## src/rtl/vga_mem_arbiter_pkg.sv

```systemverilog
// Shared types for the VGA memory arbiter: bus-width defaults, aux FSM states, return-tag encoding.
package vga_mem_arbiter_pkg;

    localparam int ADDR_W_DEF = 11;
    localparam int DATA_W_DEF = 8;

    typedef enum logic {
        ST_IDLE = 1'b0,
        ST_ACK  = 1'b1
    } aux_state_t;

    typedef enum logic {
        SRC_PIX = 1'b0,
        SRC_AUX = 1'b1
    } tag_src_t;

    typedef struct packed {
        logic     vld;
        tag_src_t src;
        logic     we;
    } tag_t;

endpackage

```

## src/rtl/vga_mem_tag_pipe.sv

```systemverilog
// Two-stage shift of access tags so returning memory data can be routed to its requester.
// Latency 2 cycles, no backpressure: a tag advances every clock.
module vga_mem_tag_pipe
    import vga_mem_arbiter_pkg::*;
(
    input  logic i_clk,
    input  logic i_rst,
    input  tag_t i_tag,
    output tag_t o_tag
);

    tag_t r_s1;
    tag_t r_s2;

    always_ff @(posedge i_clk) begin
        if (i_rst) begin
            r_s1 <= '0;
            r_s2 <= '0;
        end else begin
            r_s1 <= i_tag;
            r_s2 <= r_s1;
        end
    end

    assign o_tag = r_s2;

endmodule

```

## src/rtl/vga_mem_arbiter.sv

```systemverilog
// Fixed-priority arbiter sharing a single-port memory between pixel fetch and an aux port.
// Pixel reads return exactly 2 cycles after grant; aux waits for a pixel-free cycle and flags starvation.
module vga_mem_arbiter
    import vga_mem_arbiter_pkg::*;
#(
    parameter int ADDR_W   = ADDR_W_DEF,
    parameter int DATA_W   = DATA_W_DEF,
    parameter int MAX_WAIT = 1024
) (
    input  logic              i_clk,
    input  logic              i_rst,
    input  logic              i_pix_req,
    input  logic [ADDR_W-1:0] i_pix_addr,
    output logic              o_pix_rvalid,
    output logic [DATA_W-1:0] o_pix_rdata,
    input  logic              i_aux_req,
    input  logic              i_aux_we,
    input  logic [ADDR_W-1:0] i_aux_addr,
    input  logic [DATA_W-1:0] i_aux_wdata,
    output logic              o_aux_ack,
    output logic              o_aux_rvalid,
    output logic [DATA_W-1:0] o_aux_rdata,
    output logic              o_mem_en,
    output logic              o_mem_we,
    output logic [ADDR_W-1:0] o_mem_addr,
    output logic [DATA_W-1:0] o_mem_wdata,
    input  logic [DATA_W-1:0] i_mem_rdata,
    output logic              o_aux_starve
);

    localparam int CNT_W = $clog2(MAX_WAIT + 1);
    localparam logic [CNT_W-1:0] MAX_CNT = CNT_W'(MAX_WAIT);

    aux_state_t        r_state;
    aux_state_t        w_state_nxt;
    logic              w_aux_grant;
    logic              r_mem_en;
    logic              r_mem_we;
    logic [ADDR_W-1:0] r_mem_addr;
    logic [DATA_W-1:0] r_mem_wdata;
    logic              r_pix_rvalid;
    logic [DATA_W-1:0] r_pix_rdata;
    logic              r_aux_rvalid;
    logic [DATA_W-1:0] r_aux_rdata;
    logic [CNT_W-1:0]  r_wait_cnt;
    logic              r_starve;
    tag_t              w_tag_in;
    tag_t              w_tag_out;

    always_ff @(posedge i_clk) begin
        if (i_rst) r_state <= ST_IDLE;
        else       r_state <= w_state_nxt;
    end

    always_comb begin
        w_state_nxt = r_state;
        case (r_state)
            ST_IDLE: if (i_aux_req && !i_pix_req) w_state_nxt = ST_ACK;
            ST_ACK:  w_state_nxt = ST_IDLE;
            default: w_state_nxt = ST_IDLE;
        endcase
    end

    // A request still held in ACK is deliberately invisible, so one request yields one access.
    always_comb begin
        w_aux_grant = (r_state == ST_IDLE) && i_aux_req && !i_pix_req;
        o_aux_ack   = (r_state == ST_ACK);
    end

    always_ff @(posedge i_clk) begin
        if (i_rst) begin
            r_mem_en    <= 1'b0;
            r_mem_we    <= 1'b0;
            r_mem_addr  <= '0;
            r_mem_wdata <= '0;
        end else begin
            r_mem_en <= i_pix_req || w_aux_grant;
            r_mem_we <= w_aux_grant && i_aux_we;
            if (i_pix_req) begin
                r_mem_addr <= i_pix_addr;
            end else if (w_aux_grant) begin
                r_mem_addr  <= i_aux_addr;
                r_mem_wdata <= i_aux_wdata;
            end
        end
    end

    always_comb begin
        w_tag_in.vld = i_pix_req || w_aux_grant;
        w_tag_in.src = i_pix_req ? SRC_PIX : SRC_AUX;
        w_tag_in.we  = w_aux_grant && i_aux_we;
    end

    vga_mem_tag_pipe u_tag_pipe (
        .i_clk (i_clk),
        .i_rst (i_rst),
        .i_tag (w_tag_in),
        .o_tag (w_tag_out)
    );

    always_ff @(posedge i_clk) begin
        if (i_rst) begin
            r_pix_rvalid <= 1'b0;
            r_pix_rdata  <= '0;
            r_aux_rvalid <= 1'b0;
            r_aux_rdata  <= '0;
        end else begin
            r_pix_rvalid <= w_tag_out.vld && (w_tag_out.src == SRC_PIX);
            r_aux_rvalid <= w_tag_out.vld && (w_tag_out.src == SRC_AUX) && !w_tag_out.we;
            if (w_tag_out.vld && (w_tag_out.src == SRC_PIX))
                r_pix_rdata <= i_mem_rdata;
            if (w_tag_out.vld && (w_tag_out.src == SRC_AUX) && !w_tag_out.we)
                r_aux_rdata <= i_mem_rdata;
        end
    end

    // Starvation only raises a flag; the pixel path keeps absolute priority.
    always_ff @(posedge i_clk) begin
        if (i_rst) begin
            r_wait_cnt <= '0;
            r_starve   <= 1'b0;
        end else begin
            if (!i_aux_req || w_aux_grant)
                r_wait_cnt <= '0;
            else if ((r_state == ST_IDLE) && (r_wait_cnt != MAX_CNT))
                r_wait_cnt <= r_wait_cnt + CNT_W'(1);
            if (r_wait_cnt == MAX_CNT)
                r_starve <= 1'b1;
        end
    end

    assign o_mem_en     = r_mem_en;
    assign o_mem_we     = r_mem_we;
    assign o_mem_addr   = r_mem_addr;
    assign o_mem_wdata  = r_mem_wdata;
    assign o_pix_rvalid = r_pix_rvalid;
    assign o_pix_rdata  = r_pix_rdata;
    assign o_aux_rvalid = r_aux_rvalid;
    assign o_aux_rdata  = r_aux_rdata;
    assign o_aux_starve = r_starve;

endmodule

```

## config.mk

```make
export PLATFORM = sky130hd
export DESIGN_NAME = vga_mem_arbiter
export DESIGN_NICKNAME = d
export VERILOG_FILES = /design/src/rtl/vga_mem_arbiter_pkg.sv /design/src/rtl/vga_mem_tag_pipe.sv /design/src/rtl/vga_mem_arbiter.sv
export SDC_FILE = /design/constraint.sdc
export NUM_CORES = 1
export LEC_CHECK = 0
export ABC_AREA = 1
export CORE_UTILIZATION = 50
export CTS_BUF_LIST = sky130_fd_sc_hd__clkbuf_2 sky130_fd_sc_hd__clkbuf_4 sky130_fd_sc_hd__clkbuf_8
export DETAILED_ROUTE_END_ITERATION = 12
export HOLD_SLACK_MARGIN = 0.08
export PLACE_DENSITY = 0.86
export SYNTH_ARGS = -nofsm -noshare
export SYNTH_HDL_FRONTEND = slang
export SYNTH_SLANG_ARGS = --single-unit
```

## constraint.sdc

```tcl
create_clock -name i_clk -period 3.5 [get_ports i_clk]
set_clock_uncertainty 0.1 [all_clocks]
set_input_delay 0.7 -clock i_clk [delete_from_list [all_inputs] [get_ports i_clk]]
set_output_delay 0.7 -clock i_clk [all_outputs]
set_load 0.005 [all_outputs]
```

# Word level (Yosys, flattened, before mapping)
# Cells that the tools add are included.
# classes
add_sub_neg	1
multipliers	0
n_div	0
order_cmp	0
n_eq_ne	2
shift	0
mux	5
n_bitwise	3
reduce_logical	16
# op_table
op	count
2-to-1 mux 11 bit	2
adder 11 x 1 -> 11 bit, second input constant	1
== test 11 bit, second input constant	1
inequality test 11 bit, second input constant	1
logical AND 1 bit	8
zero test 1 bit	3
inverter 1 bit	3
logical OR 1 bit	2
2-to-1 mux 1 bit	2
one-hot mux 1 bit (2 select lines)	1
AND reduction 2 bit	1
nonzero test 2 bit	1
OR reduction 2 bit	1
# word_totals
ff_bits	56
latch_bits	0
ramBits	0
romBits	0
input_bits	43
out_inout_bits	41
n_memories	0

# Longest topological paths before layout
# depth
ltp_word	5
ltp_mapped	8
ltp_nobuf	8

# By module
# A second synthesis with hierarchy kept.
# unflattened
cells_unflattened	313
hier_area_um2	2387.3
# modules_own_cells
module	n_inst	cells_per_inst	area_each_um2
vga_mem_arbiter	1	295	2222.1
vga_mem_tag_pipe	1	18	165.2

# Worst setup path after synthesis
# Ideal clock, no wire load.
# synth_path
path_kind	input to register
startpoint	in i_pix_req
endpoint	reg r_mem_addr[1], in the netlist o_mem_addr[1]
arrival_ns	1.381
slack_ns	1.887
path_stages	6
path_buffers	2
cell_sequence	buf_2 > a21oi_1 > inv_1 > buf_2 > o21ai_0 > a21oi_1
# synth_between
elab_chain_cells	3
elab_cells_between_ends	4
classes_between	mux (1); reduce/logical (3)
# synth_lines
item	line	rtl
start: declaration	vga_mem_arbiter.sv:12	input logic i_pix_req,
zero test 1 bit	vga_mem_arbiter.sv:66	w_aux_grant = (r_state == ST_IDLE) && i_aux_req && !i_pix_req;
logical AND 1 bit	vga_mem_arbiter.sv:66	
nonzero test 2 bit (no line)	n/a	
end signal: assignment	vga_mem_arbiter.sv:80	r_mem_addr <= i_pix_addr;
end signal: assignment	vga_mem_arbiter.sv:82	r_mem_addr <= i_aux_addr;
end: declaration	vga_mem_arbiter.sv:39	logic [ADDR_W-1:0] r_mem_addr;
# Several ways; a longest one is shown, not always the timed one.
# A chain may end at the register's enable or synchronous reset.

# Worst setup path after layout
# layout_path
startpoint	in i_rst
endpoint	reg r_wait_cnt[9]
# layout_between
elab_chain_cells	1
# layout_lines
item	line	rtl
start: declaration	vga_mem_arbiter.sv:11	input logic i_rst,
OR reduction 2 bit (no line)	n/a	
end signal: assignment	vga_mem_arbiter.sv:126	r_wait_cnt <= r_wait_cnt + CNT_W'(1);
end: declaration	vga_mem_arbiter.sv:45	logic [CNT_W-1:0] r_wait_cnt;
# No other way between the ends.

==> flow_summary.ini <==
[floorplanning]
die_y_um = 70.6
initial_utilization_pct = 52.9
fp-row-count = 24
dieArea_mm2 = 0.00498
die_w_um = 70.6
pin_count = 84
core_area_mm2 = 0.00444

[detailed_routing]
dr.pass1.iters = 8
wire_per_inst_um = 12.0
finalWirelength_um = 5390
drc = 8
drt_iter0_drc = 77
via_count = 2237
final_antenna_net_count = 0
viasPerCell = 4.97

[timing]
post-route-min-period_ns = 2.17
hold_viol_final = 0
rsz0062_at_grt = false
fin_crit_sh_pct = 62.0
worstMarginPinSlew_ns = 0.691
setup-tns-final_ns = 0
finalSetupViolCount = 0
maxSlewViolCount = 0
fmax_ghz = 0.461
slew_headroom_pct = 53.9

[setup_path]
cpMostUsedCell = inv_2
crit_path_max_incr_delay_ns = 0.61
regToRegEndpoint = r_wait_cnt[10]
worst_setup_path_start_kind = primary input
r2r-start = r_wait_cnt[0]
path_class = primary input to flop
regToRegSetupSlack_ns = 1.54
cp-end-kind = flop
r2r_cells = 7
crit_chain = clkdlybuf4s50_1, inv_2, nand2_1, nor2_1, inv_2, a21oi_2
crit_path_max_fanout = 36
cp_data_arrival_time_ns = 2.32
crit_slowest_cell = clkdlybuf4s50_1
cp.required_ns = 3.65

[finish]
num_antenna_cells = 0
fin_cells = 450
drive_gt1_share_pct = 10.1
design_area_mm2 = 0.00328
nets = 442
syn2layout_area_growth_pct = 39.6

[pwr]
total_power_mw = 1.23
p_per_area_mw_per_mm2 = 374
peakVddDrop_uv = 229
power.leakage_nw = 1.32

[logic_synthesis]
synth_edf_count = 0
netlist_top_cells_count = 83 x nor2_1, 56 x dfxtp_1, 36 x o21ai_0
synth_area_per_cell_um2 = 7.39
postSynthCellCount = 318
synth-seq-cells = 56
yosys_warnings = 0
synth_top_cell_area_share_pct = 47.7
syn_nets = 363
synth_flop_cell = dfxtp_1
yosysUniqueCellTypes = 22
syn_area_mm2 = 0.00235
yosysMostFrequentCell = nor2_1
synth_async_sr_flop_share_pct = 0
synth-seq-area-share_pct = 47.7
synth_top_cell_by_area = dfxtp_1
synth_area_leaders = dfxtp_1 48%, nor2_1 13%, o21ai_0 7.7%

[global_routing]
grt_max_degree = 37
grt_pass1_wl_um = 9070
overflow = 0
grt_pass1_vias = 2105
antenna_found_initial = 0
track_usage_pct = 23.0

[cts]
hold_buffers = 0
cts_buffers = 5
cts_post_setup_buffers_inserted = 0
cts_sinks = 56
cts.clk_slew.worst_paths_ns = 0.10
cts_buffer_depth = 2
insertion_delay_ns = 0.31
clock-root-buffer = clkbuf_8
cts_tree = done
ctsResizeCount = 0
cts.htree.levels = 2

[outcome]
status = finished, violations left
violations = design-rule violations

[worst_hold_path]
min-delay-start = u_tag_pipe.r_s1[0]
min_path_type = flop to flop
worstHoldPathCells = 2
hold_end = u_tag_pipe.o_tag[0]

[placed_design]
gp_congestion = 0.793
dp.cells = 442
port_buffers = 83
hpwl_um = 4010
placed_area_mm2 = 0.00319

[run]
cap_violations = 0
through the flow:
| stage | hold slack [ns] | util (%) | setup slack, ns |
|---|---|---|---|
| 2_1_floorplan | 0.288 | - | 1.89 |
| 3_3_place_gp | 0.296 | 71.7 | 1.06 |
| 3_5_place_dp | 0.309 | 71.7 | 0.985 |
| 4_1_cts | 0.330 | 73.8 | 1.32 |
| 5_1_grt | 0.346 | 73.8 | 1.19 |
| 6_report | 0.328 | 73.8 | 1.33 |
layout by cell type (no fill, tap or decap), drive strengths merged:
cell and count:
a21oi 33, xor2 3, nand4 4, o21ai 37, inv 31, clkdlybuf4s50 83, nand3 6, ha 2
clkinv 2, xnor2 1, nand2 44, buf 1, dfxtp 56, clkinvlp 1, nor2 87, nand3b 1
clkbuf 6
power breakdown:
part / internal, mW / total, mW / switching (mW)
Combinational: 0.107 / 0.182 / 0.0758
Clock: 0.151 / 0.362 / 0.212
Sequential: 0.666 / 0.682 / 0.0160
Total: 0.924 / 1.23 / 0.304
worst max path at each step:
stage,from,to
floorplan,i_pix_req,o_mem_addr[1]
global placement,i_pix_req,r_wait_cnt[4]
detailed placement,i_rst,r_wait_cnt[9]
CTS,i_rst,r_wait_cnt[9]
global route,i_rst,r_wait_cnt[9]
finish,i_rst,r_wait_cnt[9]
sequential cells by signal, indices dropped and copies added, names as in the netlist:
name / cells
o_aux_rvalid: 1
o_aux_ack: 1
o_aux_starve: 1
o_pix_rvalid: 1
o_mem_wdata: 8
u_tag_pipe.o_tag: 3
r_wait_cnt: 11
u_tag_pipe.r_s1: 3
o_pix_rdata: 8
o_aux_rdata: 8
o_mem_addr: 11
worst max-delay path, delay by kind of cell:
kind                   cells  cell delay [ns]
and+or+nand+nor            2             0.27
buffers and inverters      3             1.20
AOI/OAI and AO/OA          1             0.14
per-layer routing:
layer	vias to the layer above	share of wire (%)	GRT usage [%]
met5	-	0	0
met4	0	2.3	9.56
met3	12	6.7	7.41
met2	69	49	40.8
met1	997	42	25.6
li1	1159	-	-
cell families after synthesis:
family                   after synthesis  share of synthesized area, %
AND/OR/NAND/NOR                      142                          25.2
flip-flops                            56                          47.7
XOR/XNOR                               4                          1.49
AO/OA/AOI/OAI                         70                          16.7
adder cells (fa/ha/maj)                2                          1.06
buffers and inverters                 44                          7.88
cell type report:
class / count / area [µm²]
multi-input combinational: 218 / 1040
tap: 52 / 65.1
inverter: 32 / 120
clock buffer: 6 / 76.3
fill: 355 / 1160
clock inverter: 2 / 16.3
sequential: 56 / 1120
timing repair buffer: 84 / 838
Note: power is estimated with default switching activity, not from simulation.
